## src/rtl/register_file_mp.sv

```systemverilog
// register_file_mp: two combinational read ports, two write ports and a sequential clear engine.
// Define REGFILE_BYPASS_EN to forward same-cycle accepted write data onto the read ports.
module register_file_mp #(
   parameter int DATA_W   = 16,
   parameter int ADDR_W   = 4,
   parameter int NUM_REGS = 16,
   parameter bit ZERO_REG = 1'b0
) (
   input  logic              clk,
   input  logic              rst,
   input  logic [ADDR_W-1:0] rd_a_addr,
   output logic [DATA_W-1:0] rd_a_data,
   input  logic [ADDR_W-1:0] rd_b_addr,
   output logic [DATA_W-1:0] rd_b_data,
   input  logic              wr_a_en,
   input  logic [ADDR_W-1:0] wr_a_addr,
   input  logic [DATA_W-1:0] wr_a_data,
   input  logic              wr_b_en,
   input  logic [ADDR_W-1:0] wr_b_addr,
   input  logic [DATA_W-1:0] wr_b_data,
   input  logic              clr_req,
   output logic              busy,
   output logic              wr_collision
);

   localparam int PTR_W = (NUM_REGS > 1) ? $clog2(NUM_REGS) : 1;
   localparam logic [PTR_W-1:0] LAST_PTR = PTR_W'(NUM_REGS - 1);

   typedef enum logic [0:0] {
      ST_IDLE  = 1'b0,
      ST_CLEAR = 1'b1
   } state_t;

   state_t            state_q, state_d;
   logic [PTR_W-1:0]  clr_ptr_q, clr_ptr_d;
   logic              coll_q, coll_d;
   logic [DATA_W-1:0] regs_q [NUM_REGS];

   logic busy_int;
   logic wa_valid, wb_valid, wb_commit, same_addr;
   logic [NUM_REGS-1:0] clr_hit, wa_hit, wb_hit;

   function automatic logic addr_ok(input logic [ADDR_W-1:0] a);
      addr_ok = (int'(a) < NUM_REGS) && !(ZERO_REG && (a == '0));
   endfunction

   function automatic logic [DATA_W-1:0] lookup(input logic [ADDR_W-1:0] a);
      lookup = '0;
      for (int i = 0; i < NUM_REGS; i++) begin
         if (a == ADDR_W'(i)) lookup = regs_q[i];
      end
      if (ZERO_REG && (a == '0)) lookup = '0;
   endfunction

   assign busy_int     = (state_q == ST_CLEAR);
   assign busy         = busy_int;
   assign wr_collision = coll_q;

   assign wa_valid  = wr_a_en && !busy_int && addr_ok(wr_a_addr);
   assign wb_valid  = wr_b_en && !busy_int && addr_ok(wr_b_addr);
   assign same_addr = (wr_a_addr == wr_b_addr);
   // Port A owns a shared address; port B is dropped and the clash is flagged.
   assign wb_commit = wb_valid && !(wa_valid && same_addr);

   always_comb begin
      state_d   = state_q;
      clr_ptr_d = clr_ptr_q;
      coll_d    = wa_valid && wb_valid && same_addr;
      case (state_q)
         ST_IDLE: begin
            if (clr_req) begin
               state_d   = ST_CLEAR;
               clr_ptr_d = '0;
            end
         end
         ST_CLEAR: begin
            if (clr_ptr_q == LAST_PTR) begin
               state_d   = ST_IDLE;
               clr_ptr_d = '0;
            end else begin
               clr_ptr_d = clr_ptr_q + PTR_W'(1);
            end
         end
         default: begin
            state_d   = ST_CLEAR;
            clr_ptr_d = '0;
         end
      endcase
   end

   always_ff @(posedge clk or posedge rst) begin
      if (rst) begin
         state_q   <= ST_CLEAR;
         clr_ptr_q <= '0;
         coll_q    <= 1'b0;
      end else begin
         state_q   <= state_d;
         clr_ptr_q <= clr_ptr_d;
         coll_q    <= coll_d;
      end
   end

   generate
      for (genvar gi = 0; gi < NUM_REGS; gi++) begin : g_hit
         assign clr_hit[gi] = busy_int && (clr_ptr_q == PTR_W'(gi));
         assign wa_hit[gi]  = wa_valid && (wr_a_addr == ADDR_W'(gi));
         assign wb_hit[gi]  = wb_commit && (wr_b_addr == ADDR_W'(gi));
      end
   endgenerate

   // Storage carries no reset so it can map onto distributed RAM; clearing is sequential.
   always_ff @(posedge clk) begin
      for (int i = 0; i < NUM_REGS; i++) begin
         if (clr_hit[i]) begin
            regs_q[i] <= '0;
         end else if (wa_hit[i]) begin
            regs_q[i] <= wr_a_data;
         end else if (wb_hit[i]) begin
            regs_q[i] <= wr_b_data;
         end
      end
   end

   always_comb begin
      rd_a_data = lookup(rd_a_addr);
      rd_b_data = lookup(rd_b_addr);
`ifdef REGFILE_BYPASS_EN
      // Port A is applied last so it overrides a matching port B forward.
      if (wb_commit && (wr_b_addr == rd_a_addr)) rd_a_data = wr_b_data;
      if (wa_valid && (wr_a_addr == rd_a_addr))  rd_a_data = wr_a_data;
      if (wb_commit && (wr_b_addr == rd_b_addr)) rd_b_data = wr_b_data;
      if (wa_valid && (wr_a_addr == rd_b_addr))  rd_b_data = wr_a_data;
`endif
   end

endmodule

```

## config.mk

```make
export PLATFORM = sky130hd
export DESIGN_NAME = register_file_mp
export DESIGN_NICKNAME = d
export VERILOG_FILES = /design/src/rtl/register_file_mp.sv
export SDC_FILE = /design/constraint.sdc
export NUM_CORES = 1
export LEC_CHECK = 0
export ABC_AREA = 1
export BUFFER_PORTS_ARGS = -buffer_cell sky130_fd_sc_hd__buf_4
export CORE_MARGIN = 1.5
export CORE_UTILIZATION = 62
export CTS_CLUSTER_DIAMETER = 200
export DETAILED_ROUTE_END_ITERATION = 10
export PLACE_DENSITY_LB_ADDON = 0.05
export SLEW_MARGIN = 5
export SYNTH_ARGS = -nofsm -noshare
export SYNTH_HDL_FRONTEND = slang
export SYNTH_SLANG_ARGS = --single-unit
```

## constraint.sdc

```tcl
create_clock -name clk -period 2.8 [get_ports clk]
set_clock_uncertainty 0.1 [all_clocks]
set_input_delay 0.28 -clock clk [delete_from_list [all_inputs] [get_ports clk]]
set_output_delay 0.28 -clock clk [all_outputs]
set_load 0.005 [all_outputs]
```

==> out/metrics.cfg, run 1 <==
[timing]
rsz0062_at_grt = false
setup_viol = 0
relSlewSlack_pct = 51.2
worst_pin_slew_ns = 0.728
fmax_mhz = 367
post-route-min-period_ns = 2.73
period_share_pct = 97.4
finalMaxSlewViolations = 0
hold_viol = 0

[job]
max_cap_viol_count = 0

[clock_tree]
postCtsSetupBuffers = 0
insertion_delay_ns = 0.54
ctsHtreeMaxLevel = 1
cts_inserted_buffers = 27
cts-root-buf = clkbuf_16
clk_path_buf_depth = 3
clock-sinks = 262
clkTransAtPathRegs_ns = 0.06
cts_tree = done

[grt]
grt_pass1_vias = 14000
grt_pass1_wl_um = 76600
grt_overflow = 0
grt_max_degree = 25
track_usage_pct = 40.9
antenna_found_initial = 0

[floorplan]
pin_count = 87
core_area_sq_mm = 0.0235
start_util_pct = 63.5
die_y_um = 158
die_area_sq_mm = 0.0251
die_x_um = 158
fp-row-count = 56

[place]
post_dp_cell_area_sq_mm = 0.0162
post-dp-hpwl_um = 35600
numPortBuffers = 86
place_congestion = 0.996

[logic_synthesis]
synth_compound_area_share_pct = 13.8
ys_types = 28
syn_area_sq_mm = 0.0150
synth_top_area_share_pct = 51.4
synth-xor-area-share_pct = 0.117
avgSynthCellArea_sq_um = 8.48
ys_ff_latch = 262
synthCells = 1764
synth_fp_nets = 1821
yosys-top-cells-area = edfxtp_1, o22ai_1, nand2_1
yosys.area.top_type = edfxtp_1
ys_seq_area_share_pct = 52.4
yosys_warnings = 0
synth-simple-area-share_pct = 25.8
synthAdderAreaFrac_pct = 0.335
synth_top_family_by_area = simple AND/OR/NAND/NOR gates
synthMuxAreaShare_pct = 0

[layout]
layout_commonest_cell = nand2_1
drive_gt1_share_pct = 14.2
fin_nets = 1916
final_core_util_pct = 72.6
fin_area_sq_mm = 0.0171
synthToLayoutAreaGrowth_pct = 14.3
final_cell_mix = nand2_1, o22ai_1, edfxtp_1, inv_1, buf_4
diodes = 0

[drt]
drtIter0Drc = 2244
drc_errors = 0
wl_per_cell_um = 23.0
first_pass_iters = 6
route.vias.total = 14600
postRouteAntennaNets = 0
routed_wl_um = 50600
vias_per_cell = 6.63

[run_status]
status = completed

[min_path]
hold_class = in2async

[setup_path]
worstPathArrival_ns = 2.35
worst-r2r-setup-slack_ns = 0.21
path_max_fanout = 2
end_kind = output port
worstSetupPathType = reg2out
cp-start-kind = flip-flop
cp.required_ns = 2.42
rr_worst_depth = 8

[pwr]
peakVddDrop_mv = 0.549
power_leakage_uw = 0.00675
power_density_mw_per_mm2 = 660

-- synth_stat cells --
library cell and number:
o211ai_1 16, nand2_4 10, o22ai_1 258, clkbuf_1 79, a21oi_1 42, dfstp_2 1
nand3_1 142, o21ai_0 14, buf_6 1, or2_2 30, a31oi_1 1, nor4_2 1
ha_1 4, a21oi_4 1, buf_2 18, dfrtp_1 5, o21ai_1 1, nor2_1 175
xor2_1 2, a221oi_2 1, clkinv_1 3, nor3_1 12, nand4_1 77, edfxtp_1 256
nor2_2 6, buf_4 10, nand2_1 424, inv_1 174
-- layer usage --
| layer | up-vias | track usage [%] | wire length (um) |
|---|---|---|---|
| met5 | - | 0.207 | 0 |
| met4 | 0 | 18.3 | 2210 |
| met3 | 214 | 8.46 | 5980 |
| met2 | 1089 | 67.4 | 24300 |
| met1 | 6812 | 52.2 | 18000 |
| li1 | 6445 | - | - |
-- critical path, cell delays in order, from the launching register on --
cell	delay, ns
edfxtp_1	0.43
nand3_1	0.12
nand3_1	0.08
nor2_1	0.18
nand4_1	0.17
nand2_1	0.13
nand4_1	0.17
nor3_2	0.24
nand4_1	0.13
buf_4	0.16
-- timing repair --
action | 4_1_cts | 5_1_grt
hold buffers | 4 | 0
endpoints found under the hold margin | 12 | 0
endpoints found under the setup margin | 5 | 7
resized for setup | 1 | 6
-- through the flow --
| step | total power, uW | hold slack [ns] | worst slack [ns] | instances | setup TNS [ns] |
|---|---|---|---|---|---|
| 6_report | 11300 | 0.117 | 0.0736 | 2197 | 0 |
| 5_1_grt | 11600 | 0.146 | 0.00223 | 2197 | 0 |
| 4_1_cts | 11200 | 0.104 | 0.103 | 2197 | 0 |
| 3_5_place_dp | 7610 | 0.113 | -0.172 | 2145 | -0.716 |
| 3_3_place_gp | 7550 | 0.112 | -0.0849 | 2145 | -0.366 |
| 2_1_floorplan | 6620 | -0.0298 | 0.248 | 1764 | 0 |
-- power breakdown --
part	switching [uW]	internal (uW)	total (uW)
combinational	1530	635	2170
sequential	342	5110	5450
clock	1530	2120	3660
total	3410	7870	11300
-- sequential cells by signal, summed over array words and instances, names as in the netlist --
register,flops
busy,1
wr_collision,1
regs_q,256
clr_ptr_q,4
-- path summary, 6_finish.rpt --
path / to / from
setup / recovery: rd_a_data[9] / regs_q[0][9]$_DFFE_PP_
hold / removal: clr_ptr_q[1]$_DFFE_PP0P_ / rst
setup reg to reg: regs_q[1][127]$_DFFE_PP_ / busy$_DFF_PP1_
hold reg to reg: busy$_DFF_PP1_ / clr_ptr_q[3]$_DFFE_PP0P_
max in group asynchronous: busy$_DFF_PP1_ / rst
min in group clk: regs_q[0][31]$_DFFE_PP_ / wr_b_data[15]
-- cells by family (layout without fill, tap and decap cells) --
family | count (synthesis) | after routing
xor+xnor | 2 | 2
buf+inv | 285 | 399
simple gates | 877 | 877
flops | 262 | 262
fa+ha+maj | 4 | 4
compound gates | 334 | 334
-- final cells by class --
class | count | area (sq um)
flip-flops and latches | 262 | 7840
fillers | 1786 | 6450
multi-input cells | 1217 | 6000
repair buffers | 174 | 1320
clock buffers | 30 | 687
inverters | 177 | 664
well taps | 319 | 399
clock inverters | 18 | 191
Power figures use the tool's default switching activity.
==> inputs of run 2 (changes only) <==
--- a/config.mk
+++ b/config.mk
@@ -12,6 +12,7 @@
 export CTS_CLUSTER_DIAMETER = 200
 export DETAILED_ROUTE_END_ITERATION = 10
 export PLACE_DENSITY_LB_ADDON = 0.05
+export SETUP_SLACK_MARGIN = 0.15
 export SLEW_MARGIN = 5
 export SYNTH_ARGS = -nofsm -noshare
 export SYNTH_HDL_FRONTEND = slang
==> out/metrics.cfg, run 2 (synthesized netlist as in run 1, its figures left out) <==
[run_status]
status = completed

[place]
place_congestion = 0.996  ; unchanged
dp.cells = 2145  ; unchanged
post-dp-hpwl_um = 35600  ; unchanged
numPortBuffers = 86  ; unchanged

[clock_tree]
insertion_delay_ns = 0.53  ; about the same
cts_tree = done
ctsHtreeMaxLevel = 1  ; unchanged
clk_path_buf_depth = 3  ; unchanged
clkTransAtPathRegs_ns = 0.06  ; about the same
clock-sinks = 262  ; unchanged
cts-root-buf = clkbuf_16
cts_inserted_buffers = 27  ; unchanged

[layout]
synthToLayoutAreaGrowth_pct = 14.9
fin_nets = 1916  ; unchanged
final_cell_mix = nand2_1, o22ai_1, edfxtp_1, inv_1, buf_4
top_register = regs_q
largest_register_ff_count = 256  ; unchanged
stdcell_count = 2197  ; unchanged
top_regs = regs_q (256), clr_ptr_q (4)
diodes = 0  ; unchanged
layout_commonest_cell = nand2_1
drive_gt1_share_pct = 15.2  ; +0.96 points

[pwr]
peakVddDrop_mv = 0.559  ; +1.7%
p_total_uw = 11300  ; +0.17%
power_leakage_uw = 0.00678  ; +0.42%
power_density_mw_per_mm2 = 657  ; -0.32%

[grt]
track_usage_pct = 40.9  ; about the same
grt_max_degree = 25  ; unchanged
grt_pass1_wl_um = 76700  ; about the same
antenna_found_initial = 0  ; unchanged
grt_pass1_vias = 14000  ; +0.021%
grt_overflow = 0  ; unchanged

[setup_path]
worst-r2r-setup-slack_ns = 0.34  ; +0.13 ns
rr_endpoint = regs_q[0][122]$_DFFE_PP_
path_max_fanout = 2  ; unchanged
cp-start-kind = flip-flop
worst_path_most_repeated_cell = nand4_1
worstReg2RegStart = busy$_DFF_PP1_
worstSetupPathType = reg2out
crit_slowest_cell = edfxtp_1
cp_slowest_stage_delay_ns = 0.43  ; about the same
cp.required_ns = 2.42  ; about the same
end_kind = output port
rr_worst_depth = 8  ; unchanged
path_cells = nand3_1, nand3_2, nor2_2, nand4_1, nand2_1, nand4_1, nor3_2, nand4_1, buf_4
worstPathArrival_ns = 2.24  ; -0.11 ns

[floorplan]
core_area_sq_mm = 0.0235  ; unchanged
pin_count = 87  ; unchanged
fp-row-count = 56  ; unchanged
die_area_sq_mm = 0.0251  ; unchanged
start_util_pct = 63.5  ; unchanged
die_y_um = 158  ; unchanged
die_x_um = 158  ; unchanged

[drt]
wl_per_cell_um = 23.0  ; +0.12%
drtIter0Drc = 2170  ; -3.3%
drc_errors = 0  ; unchanged
vias_per_cell = 6.61  ; -0.30%
routed_wl_um = 50600  ; +0.12%
route.vias.total = 14500  ; -0.30%
first_pass_iters = 8  ; +2
postRouteAntennaNets = 0  ; unchanged

[timing]
setup_viol = 0  ; unchanged
hold_viol = 0  ; unchanged
worst_pin_slew_ns = 0.702  ; -0.0257 ns
period_share_pct = 93.7  ; -3.7 points
finalMaxSlewViolations = 0  ; unchanged
post-route-min-period_ns = 2.62  ; -0.102 ns
relSlewSlack_pct = 53.2  ; +2.0 points
rsz0062_at_grt = true
fmax_mhz = 381  ; +3.9%

[job]
max_cap_viol_count = 0  ; unchanged

[min_path]
hold_class = in2async

## run 2: cell types whose count changed in the layout (fill, tap and decap cells not counted), sizes merged
cell | before | now
clkinv | 15 | 13
clkinvlp | 2 | 5
inv | 174 | 173
## run 2: layer usage
layer,wire length (um),vias up,GRT usage (%)
met1,17900,6777,52.3
met2,24500,1105,67.4
met4,2040,0,18.3
met3,6120,195,8.46
met5,0,-,0.207
li1,-,6439,-
## run 2: worst max-delay path, delay by kind of cell (launching register included)
family / cells / cell delay (ns)
flip-flops: 1 / 0.43
AND/OR/NAND/NOR: 8 / 1.10
buffers and inverters: 1 / 0.16
## run 2: metrics by stage
stage          setup TNS [ns]  setup WS (ns)  cell area, sq um  hold slack (ns)  util [%]
2_1_floorplan               0          0.248             15000          -0.0298         -
3_3_place_gp           -0.366        -0.0849             16200            0.112      68.6
3_5_place_dp           -0.716         -0.172             16200            0.113      68.6
4_1_cts                     0          0.193             17100            0.104      72.6
5_1_grt                     0         0.0528             17200            0.146      73.0
6_report                    0          0.176             17200            0.121      73.0
## run 2: final cells by class
cell class / instances / area, sq um
sequential: 262 / 7840
fill: 1776 / 6360
multi-input combinational: 1217 / 6070
timing repair buffer: 174 / 1320
clock buffer: 30 / 687
inverter: 177 / 676
tap: 319 / 399
clock inverter: 18 / 191
## run 2: where the power goes
part	switching (uW)	internal, uW
logic	1540	641
clock network	1540	2120
registers	342	5110
total	3420	7870
## run 2: how the worst max path moves through the flow
stage                       startpoint                      to  slack (ns)  depth (start not counted)
3_5_place_dp              rd_a_addr[1]            rd_a_data[6]       -0.17                         14
4_1_cts                   rd_a_addr[1]            rd_a_data[6]        0.19                         14
5_1_grt        regs_q[0][24]$_DFFE_PP_            rd_b_data[8]        0.05                          9
3_3_place_gp              rd_a_addr[1]            rd_a_data[7]       -0.08                         14
6_report        regs_q[0][9]$_DFFE_PP_            rd_a_data[9]        0.18                          9
2_1_floorplan           busy$_DFF_PP1_  regs_q[0][0]$_DFFE_PP_        0.25                          9
## run 2: what timing repair did
item,in CTS,in global routing
gates resized for setup,2,27
setup endpoints to repair,9,58
hold buffers,4,0
endpoints found under the hold margin,12,0
gates cloned,0,0
pin swaps,0,2
buffers inserted,0,0
